**config.mk**
```make
export PLATFORM = sky130hd
export DESIGN_NAME = bitstream_network
export DESIGN_NICKNAME = d
export VERILOG_FILES = /design/src/rtl/network_pkg.sv /design/src/rtl/sc_stream_gen.sv /design/src/rtl/bitstream_network.sv
export SDC_FILE = /design/constraint.sdc
export NUM_CORES = 1
export LEC_CHECK = 0
export ABC_AREA = 1
export CORE_ASPECT_RATIO = 1.5
export CORE_MARGIN = 1.5
export CORE_UTILIZATION = 52
export DETAILED_ROUTE_END_ITERATION = 12
export PLACE_DENSITY_LB_ADDON = 0.2
export SYNTH_ARGS = -nofsm -noshare
export SYNTH_HDL_FRONTEND = slang
export SYNTH_SLANG_ARGS = --single-unit
```
**constraint.sdc**
```tcl
create_clock -name clk -period 4.1 [get_ports clk]
set_clock_uncertainty 0.15 [all_clocks]
set_input_delay 0.615 -clock clk [delete_from_list [all_inputs] [get_ports clk]]
set_output_delay 0.615 -clock clk [all_outputs]
set_load 0.01 [all_outputs]
```
**src/rtl/network_pkg.sv**
```systemverilog
// network_pkg -- shared constants, stream indices and LFSR seed derivation for bitstream_network.
`default_nettype none

package network_pkg;

  localparam int             LFSR_W       = 8;
  localparam logic [7:0]     TAP_MASK     = 8'hB8;   // x^8+x^6+x^5+x^4+1
  localparam int             NUM_INPUTS   = 2;
  localparam int             NUM_OUTPUTS  = 1;
  localparam int             NUM_STREAMS  = 6;
  localparam int             BIPOLAR_ZERO = 128;
  localparam int             FULL_SCALE   = 256;

  typedef enum logic [2:0] {
    STR_X0   = 3'd0,
    STR_X1   = 3'd1,
    STR_W0   = 3'd2,
    STR_W1   = 3'd3,
    STR_BIAS = 3'd4,
    STR_SEL  = 3'd5
  } stream_e;

  function automatic logic [7:0] derive_seed(input logic [7:0] base, input int k);
    logic [7:0] v;
    v = base ^ 8'(8'h1D * k);
    for (int i = 0; i < (k % 8); i++) begin
      v = {v[6:0], v[7]};
    end
    if (v == 8'h00) v = 8'h01;   // an all-zero LFSR would lock up
    return v;
  endfunction

endpackage

`default_nettype wire

```
**src/rtl/sc_stream_gen.sv**
```systemverilog
// sc_stream_gen -- 8-bit Fibonacci LFSR plus comparator producing a probability-coded bitstream.
`default_nettype none

module sc_stream_gen
  import network_pkg::*;
#(
  parameter logic [7:0] SEED = 8'h01
) (
  input  logic                clk,
  input  logic                n_rst,
  input  logic                i_en,
  input  logic signed [31:0]  i_value,
  output logic                o_bit,
  output logic [LFSR_W-1:0]   o_lfsr
);

  logic [LFSR_W-1:0] r_lfsr;
  logic              w_fb;
  logic [8:0]        w_level;

  assign w_fb = ^(r_lfsr & TAP_MASK);

  always_ff @(posedge clk) begin
    if (!n_rst) begin
      r_lfsr <= SEED;
    end else if (i_en) begin
      r_lfsr <= {r_lfsr[LFSR_W-2:0], w_fb};
    end
  end

  always_comb begin
    w_level = i_value[8:0];
    if (i_value < 0) begin
      w_level = 9'd0;
    end else if (i_value > FULL_SCALE) begin
      w_level = 9'(FULL_SCALE);
    end
  end

  // The extra MSB lets code 256 exceed every LFSR value, giving an all-ones stream.
  assign o_bit  = ({1'b0, r_lfsr} < w_level);
  assign o_lfsr = r_lfsr;

endmodule

`default_nettype wire

```
**src/rtl/bitstream_network.sv**
```systemverilog
// bitstream_network -- 2-input stochastic-computing neuron with windowed ones-count readout.
// Define NETWORK_STANH_EN for the saturating-counter tanh activation; otherwise the neuron is linear.
`default_nettype none

module bitstream_network
  import network_pkg::*;
#(
  parameter logic [7:0] SEED   = 8'b10001101,
  parameter int         W0     = 256,
  parameter int         W1     = 256,
  parameter int         BIAS   = 128,
  parameter int         STATES = 16
) (
  input  logic                clk,
  input  logic                n_rst,
  input  logic                compute,
  input  logic signed [31:0]  network_input  [0:NUM_INPUTS-1],
  output logic signed [31:0]  network_output [0:NUM_OUTPUTS-1]
);

  logic signed [31:0] w_level [0:NUM_STREAMS-1];
  logic               w_bit   [0:NUM_STREAMS-1];
  logic [LFSR_W-1:0]  w_lfsr  [0:NUM_STREAMS-1];

  assign w_level[int'(STR_X0)]   = network_input[0];
  assign w_level[int'(STR_X1)]   = network_input[1];
  assign w_level[int'(STR_W0)]   = W0;
  assign w_level[int'(STR_W1)]   = W1;
  assign w_level[int'(STR_BIAS)] = BIAS;
  assign w_level[int'(STR_SEL)]  = 32'sd0;

  genvar k;
  generate
    for (k = 0; k < NUM_STREAMS; k++) begin : g_stream
      sc_stream_gen #(
        .SEED (derive_seed(SEED, k))
      ) u_gen (
        .clk     (clk),
        .n_rst   (n_rst),
        .i_en    (compute),
        .i_value (w_level[k]),
        .o_bit   (w_bit[k]),
        .o_lfsr  (w_lfsr[k])
      );
    end
  endgenerate

  logic       w_p0, w_p1, w_half, w_sum, w_act;
  logic [1:0] w_sel;
  logic       r_compute_d;
  logic [31:0] r_count, r_result;

  assign w_p0   = ~(w_bit[int'(STR_X0)] ^ w_bit[int'(STR_W0)]);
  assign w_p1   = ~(w_bit[int'(STR_X1)] ^ w_bit[int'(STR_W1)]);
  assign w_half = w_lfsr[int'(STR_SEL)][7];
  assign w_sel  = w_lfsr[int'(STR_SEL)][1:0];

  // Uniform 4:1 selection realises the scaled sum (p0 + p1 + bias + 0) / 4.
  always_comb begin
    w_sum = w_half;
    case (w_sel)
      2'd0:    w_sum = w_p0;
      2'd1:    w_sum = w_p1;
      2'd2:    w_sum = w_bit[int'(STR_BIAS)];
      default: w_sum = w_half;
    endcase
  end

`ifdef NETWORK_STANH_EN
  localparam int            SW     = $clog2(STATES);
  localparam logic [SW-1:0] ST_MID = SW'(STATES / 2);
  localparam logic [SW-1:0] ST_MAX = SW'(STATES - 1);

  logic [SW-1:0] r_state, w_state_nxt;

  always_comb begin
    w_state_nxt = r_state;
    if (compute) begin
      if (w_sum && (r_state != ST_MAX)) begin
        w_state_nxt = r_state + 1'b1;
      end else if (!w_sum && (r_state != '0)) begin
        w_state_nxt = r_state - 1'b1;
      end
    end else if (r_compute_d) begin
      w_state_nxt = ST_MID;
    end
  end

  always_ff @(posedge clk) begin
    if (!n_rst) begin
      r_state <= ST_MID;
    end else begin
      r_state <= w_state_nxt;
    end
  end

  assign w_act = (r_state >= ST_MID);
`else
  assign w_act = w_sum;
`endif

  // Latch once on the falling edge of compute; idle cycles after that are inert.
  always_ff @(posedge clk) begin
    if (!n_rst) begin
      r_compute_d <= 1'b0;
      r_count     <= '0;
      r_result    <= '0;
    end else begin
      r_compute_d <= compute;
      if (compute) begin
        r_count <= r_count + 32'(w_act);
      end else if (r_compute_d) begin
        r_result <= r_count;
        r_count  <= '0;
      end
    end
  end

  assign network_output[0] = r_result;

  logic w_unused;
  assign w_unused = ^{w_bit[int'(STR_SEL)], w_lfsr[int'(STR_X0)], w_lfsr[int'(STR_X1)],
                      w_lfsr[int'(STR_W0)], w_lfsr[int'(STR_W1)], w_lfsr[int'(STR_BIAS)],
                      w_lfsr[int'(STR_SEL)][6:2]};

endmodule

`default_nettype wire

```
Word level (Yosys, flattened, before mapping) --
Index checks and enable logic that the tools add are counted.
Operators by class: add/subtract/negate cells 1, $mul 0, divide/modulo/power cells 0, magnitude comparators 9, equality and inequality tests 2, shift operators 0, mux-type cells 7, bitwise logic cells 5, reductions and logical operators 9
Operator list (count):
- 32-bit by 10-bit greater-than comparator with 1-bit output (second input constant) | 2
- 32-bit by 1-bit < comparator with 1-bit output (second input constant) | 2
- 32-bit two-way mux | 2
- 8-bit XOR reduction | 6
- 9-bit two-way mux | 4
- 32-bit by 1-bit adder with 32-bit output | 1
- 8-bit by 9-bit < comparator with 1-bit output | 2
- 8-bit by 9-bit < comparator with 1-bit output (second input constant) | 2
- 8-bit < comparator (second input constant) | 1
- 1-bit inverter | 3
- 1-bit one-hot mux with 3 select lines | 1
- 2-bit by 1-bit equality test with 1-bit output (second input constant) | 1
- 2-bit equality test (second input constant) | 1
- 2-bit logical NOT | 1
- 2-bit AND reduction | 1
- 2-bit nonzero test | 1
- 1-bit XOR | 2
Word-level totals: register bits after elaboration 113, bits in latches 0, memory bits (writable) 0, memory bits (read-only) 0, memories 0

Depth between registers and ports, before layout --
Gate-level depths: netlist of run 1.
word-level depth 9, gate-level depth with buffers 31

Modules after synthesis --
A second synthesis of run 1 with hierarchy kept.
Second synthesis, totals: cells, all modules 1068, area, all modules 7018.0 µm²
Modules (own cells, without submodules):
- bitstream_network | instances 1, cells each 436, area an instance 3037.9 µm², sequential area each 1301.2 µm²
- sc_stream_gen at g_stream[2].u_gen ... | instances 2, cells each 106, area an instance 668.1 µm², sequential area each 160.2 µm²
- sc_stream_gen at g_stream[0].u_gen ... | instances 2, cells each 105, area an instance 660.6 µm², sequential area each 160.2 µm²
- sc_stream_gen at g_stream[4].u_gen | instances 1, cells each 106, area an instance 665.6 µm², sequential area each 160.2 µm²
- sc_stream_gen at g_stream[1].u_gen | instances 1, cells each 104, area an instance 656.9 µm², sequential area each 160.2 µm²

Worst setup path after synthesis of run 1 --
No wires, ideal clock.
path kind input port to flip-flop, start input network_input[10] in the netlist's numbering, end register r_count[28], library setup time 0.116 ns, arrival 3.561 ns, data required time 3.834 ns, path slack 0.273 ns, stages 30, path buffers 0, cell sequence nor2_1 > inv_1 > nor3_1 > nand2_1 > o21ai_0 > o21bai_1 > nand3_1 > ha_1 > nand2_1 > inv_1 > nand2_1 > nand3_1 > nand2_1 > nand2_1 > nand2_1 > nand2_1 > nand3_1 > nand3_1 > nand2_1 > ha_1 > ha_1 > inv_1 > nor2_2 > nand2_1 > nor2_2 > nand4_2 > nor2_2 > nand2_2 > o21ai_0 > nor2_1
On the way: word-level cells in the longest chain between the ends 9, elaborated cells between the ends (all ways) 10, classes of those cells add/sub: 1; order compare: 3; mux: 4; bitwise: 2
Ends and longest elaborated chain:
- from (decl) | line bitstream_network.sv:17 | input logic signed [31:0] network_input [0:NUM_INPUTS-1],
- 32-bit by 10-bit greater-than comparator with 1-bit output | line sc_stream_gen.sv:35 | end else if (i_value > FULL_SCALE) begin
- 9-bit two-way mux | line sc_stream_gen.sv:35
- 9-bit two-way mux (*) | line sc_stream_gen.sv:33 | if (i_value < 0) begin
- 8-bit by 9-bit < comparator with 1-bit output (*) | line sc_stream_gen.sv:41 | assign o_bit = ({1'b0, r_lfsr} < w_level);
- 1-bit XOR (*) | line bitstream_network.sv:54 | assign w_p1 = ~(w_bit[int'(STR_X1)] ^ w_bit[int'(STR_W1)]);
- 1-bit inverter (*) | line bitstream_network.sv:54
- 1-bit one-hot mux with 3 select lines (*) | line bitstream_network.sv:61 | case (w_sel)
- 32-bit by 1-bit adder with 32-bit output (*) | line bitstream_network.sv:111 | r_count <= r_count + 32'(w_act);
- 32-bit two-way mux (*) | line bitstream_network.sv:110 | if (compute) begin
- to (signal assigned) | line bitstream_network.sv:111
- to (decl) | line bitstream_network.sv:51 | logic [31:0] r_count, r_result;
Mark *: on every way between the ends. The rest lies on a longest branch, timed or not. A chain may end at the register's enable or synchronous reset.

Worst setup path after layout of run 1 --
start input network_input[52] in the netlist's numbering, end register r_count[20]
On the way: word-level cells in the longest chain between the ends 9, elaborated cells between the ends (all ways) 10, classes of those cells add/sub: 1; order compare: 3; mux: 4; bitwise: 2
Ends and longest elaborated chain:
- 32-bit by 10-bit greater-than comparator with 1-bit output | line sc_stream_gen.sv:35
- 9-bit two-way mux | line sc_stream_gen.sv:35
- 9-bit two-way mux (*) | line sc_stream_gen.sv:33
- 8-bit by 9-bit < comparator with 1-bit output (*) | line sc_stream_gen.sv:41
- 1-bit XOR (*) | line bitstream_network.sv:53 | assign w_p0 = ~(w_bit[int'(STR_X0)] ^ w_bit[int'(STR_W0)]);
- 1-bit inverter (*) | line bitstream_network.sv:53
- 1-bit one-hot mux with 3 select lines (*) | line bitstream_network.sv:61
- 32-bit by 1-bit adder with 32-bit output (*) | line bitstream_network.sv:111
- 32-bit two-way mux (*) | line bitstream_network.sv:110
Marked as above.

==> flow_summary.toml, run 1 <==
[final_layout]
nNetsFinal = 909
postLayoutCoreUtil_pct = 78.0
fin_cells = 936
syn_to_final_growth_pct = 44.5
antenna_cells = 0
final_area_um2 = 6970
fillers = 643
drive_gt1_share_pct = 16.9

[pwr]
cellInternalPower_mw = 1.56
power_leakage_nw = 3.35
p_sw_uw = 535
seq_power_share_pct = 48.8
netSwitchingFraction_pct = 25.6
powerDensity_nw_per_um2 = 300
combPwrFrac_pct = 16.7
ir_worst_vdd_mv = 0.275
clock_power_share_pct = 34.5
power.total_mw = 2.09

[timing]
hold_viol_final = 0
max_freq_ghz = 0.252
fin_crit_ns = 3.97
fin_crit_sh_pct = 96.9
worst_pin_slew_ns = 0.684
maxSlewViolCount = 0
setup_viol = 0
tns_ns = 0
relSlewSlack_pct = 53.9

[detailed_routing]
drtIter0Drc = 280
vias_per_cell = 5.62
drtPass1Iterations = 6
vias = 5260
ant_nets = 0
drt_wl_total_mm = 15.4
wl_per_cell_um = 16.4
drc = 0

[placed_design]
routabilityCongestion = 0.976
place_hpwl_mm = 10.0
dpl_cell_area_um2 = 6150
io_buffers = 98
placedCellCount = 913

[synthesis]
yosys.area_share.xor_xnor_pct = 2.36
synthCells = 688
synth_top_family_by_area = "simple AND/OR/NAND/NOR gates"
synth_area_leader_cell = "dfxtp_1"
syn_avg_cell_area_um2 = 7.01
yosysWarnings = 0
mappedNetlistNets = 772
synth_simple_gate_area_share_pct = 32.3
synth_top_cell_area_share_pct = 40.2
syn-cell-area_um2 = 4820
yosys.cell_types.count = 43
synthMuxAreaShare_pct = 0
synth_compound_area_share_pct = 14.2
ys_ff_latch = 97
synth-seq-area-share_pct = 40.2
synth.area.top_cells = "dfxtp_1, nand2_1, nor2_1, o21ai_0, nand3_1"
synthAdderAreaFrac_pct = 4.41

[clock_network]
cts_buffers = 9
clk_pin_slew_ns = 0.06
htreeDepth = 3
clock_path_buffers = 2
clkLatencyLatePin_ns = 0.35
cts_root_buf = "clkbuf_16"
cts_tree = "done"
cts_hold_buffers = 0
clock-sinks = 97

[floorplanning]
core_um2 = 8930
die_width_um = 81.6
io-pin-count = 99
rows = 42
die_y_um = 121
die_area_um2 = 9880
start_util_pct = 54.0

[status]
status = "complete, no violations"

[grt]
grt_pass1_wl_mm = 21.4
grt-ovfl-total = 0
grt_max_degree = 70
antenna_found_initial = 0
grt_pass1_vias = 4931
grt_use_total_pct = 28.1

[min_path]
holdCritStartpoint = "network_output[23]"
hold_class = "reg2reg"

[critical_path]
critPathLaunchType = "input pin"
slowest_delay_ns = 0.26
cp_common_cell = "nand2_1"
crit_arrival_ns = 4.08
rr_startpoint = "g_stream[0].u_gen.o_lfsr[4]"
cp_data_required_time_ns = 4.21
crit_slowest_cell = "ha_4"
cp-end-kind = "flop"
critPathMaxFanout = 5
worstSetupPathType = "in2reg"
worstSetupStartpoint = "network_input[52]"

[run]
drv_cap = 0
timing repair:
item                       CTS  global route
gates resized for setup     27           113
pin swaps                   11            78
setup buffers                5             6
setup endpoints to repair   24            25
cells in the mapped netlist, drive strengths merged:
cell type,count
nor2,129
and3,1
a32oi,1
o21a,1
xor2,9
a21oi,42
nor4,8
o32ai,1
or2,1
nand4,9
ha,17
o22ai,1
nor3,11
dfxtp,97
o21bai,2
inv,59
o31ai,3
buf,3
a22oi,3
clkinv,1
a211oi,2
clkbuf,20
nand3,51
a32o,1
nand2,138
o21ai,69
nor3b,3
o211ai,1
xnor2,4
final cells by class:
cell class	instances	area, µm²	share of cell area (%)
multi-input cells	508	2910	41.8
clock buffers	10	229	3.28
inverters	60	225	3.23
clock inverters	2	10.0	0.144
repair buffers	149	1520	21.8
flip-flops and latches	97	1940	27.9
well taps	110	138	1.97
final timing paths:
| path | cells after the start | slack, ns | to |
|---|---|---|---|
| min | 2 | 0.31 | network_output[23] |
| max | 30 | 0.13 | r_count[20] |
| max reg2reg | 22 | 1.05 | r_count[20] |
| min reg2reg | 2 | 0.31 | network_output[23] |
state kept, by name (all words and copies together), names as in the netlist:
| register | cells |
|---|---|
| g_stream.u_gen.o_lfsr | 32 |
| network_output | 32 |
| r_count | 32 |
| r_compute_d | 1 |
power by group through the flow:
stage	clock network, mW	registers (mW)	logic (mW)
final	0.722	1.02	0.350
after global routing	0.773	1.03	0.382
after CTS	0.735	1.02	0.320
after detailed placement	0	1.04	0.305
after global placement	0	1.04	0.296
after floorplan	0	1.04	0.145
layer usage:
| metal | up-vias | part of all wire (%) | track usage (%) | routed length [µm] |
|---|---|---|---|---|
| li1 | 2533 | - | - | - |
| met1 | 2442 | 35 | 27.3 | 5420 |
| met2 | 216 | 54 | 52.7 | 8320 |
| met3 | 69 | 5.6 | 5.11 | 863 |
| met4 | 0 | 4.9 | 17.2 | 753 |
| met5 | - | 0 | 0 | 0 |
critical path: cells and delay by family:
kind | cells | cell delay [ns]
buf+inv | 4 | 0.49
simple gates | 20 | 1.82
fa+ha+maj | 3 | 0.57
compound gates | 3 | 0.57
layout by cell type (no fill, tap or decap), types with 3 or more instances in the layout:
master and n:
nand2_2 10, nor4_2 3, nor2_4 3, a22oi_1 3
o21ai_2 4, a21oi_1 39, nor3_1 6, inv_2 3
xor2_1 9, o31ai_1 3, buf_6 3, nand2_1 125
nand3_1 37, inv_1 56, dfxtp_1 97, xnor2_1 4
nor3_2 5, clkbuf_16 9, ha_1 8, o21ai_0 63
clkdlybuf4s50_1 33, nor2_1 116, nor3b_2 3, nor4_1 3
nand3_2 14, nand4_1 7, buf_4 48, dlymetal6s2s_1 61
nor2_2 9, ha_4 9, nand2_4 3, a21oi_2 3
per-stage QoR:
step	setup slack, ns	hold slack, ns
finish	0.128	0.307
global route	-0.176	0.341
CTS	0.0382	0.311
detailed placement	-0.778	0.302
global placement	-0.649	0.291
floorplan	0.273	0.279
logic make-up (layout without fill, tap and decap cells):
family	after synthesis	after routing
xor gates and xnor gates	13	13
AOI/OAI and AO/OA	127	127
buffers and inverters	83	221
DFF	97	97
adders and majority gates	17	17
and+or+nand+nor	351	351
(Power assumes the default switching activity.)
==> run 2: changes to the inputs <==
Settings changed: CTS_CLUSTER_DIAMETER from default to 30.
==> results of run 2 <==
Same layout as run 1: the final DEF is identical, and so are final timing and power.
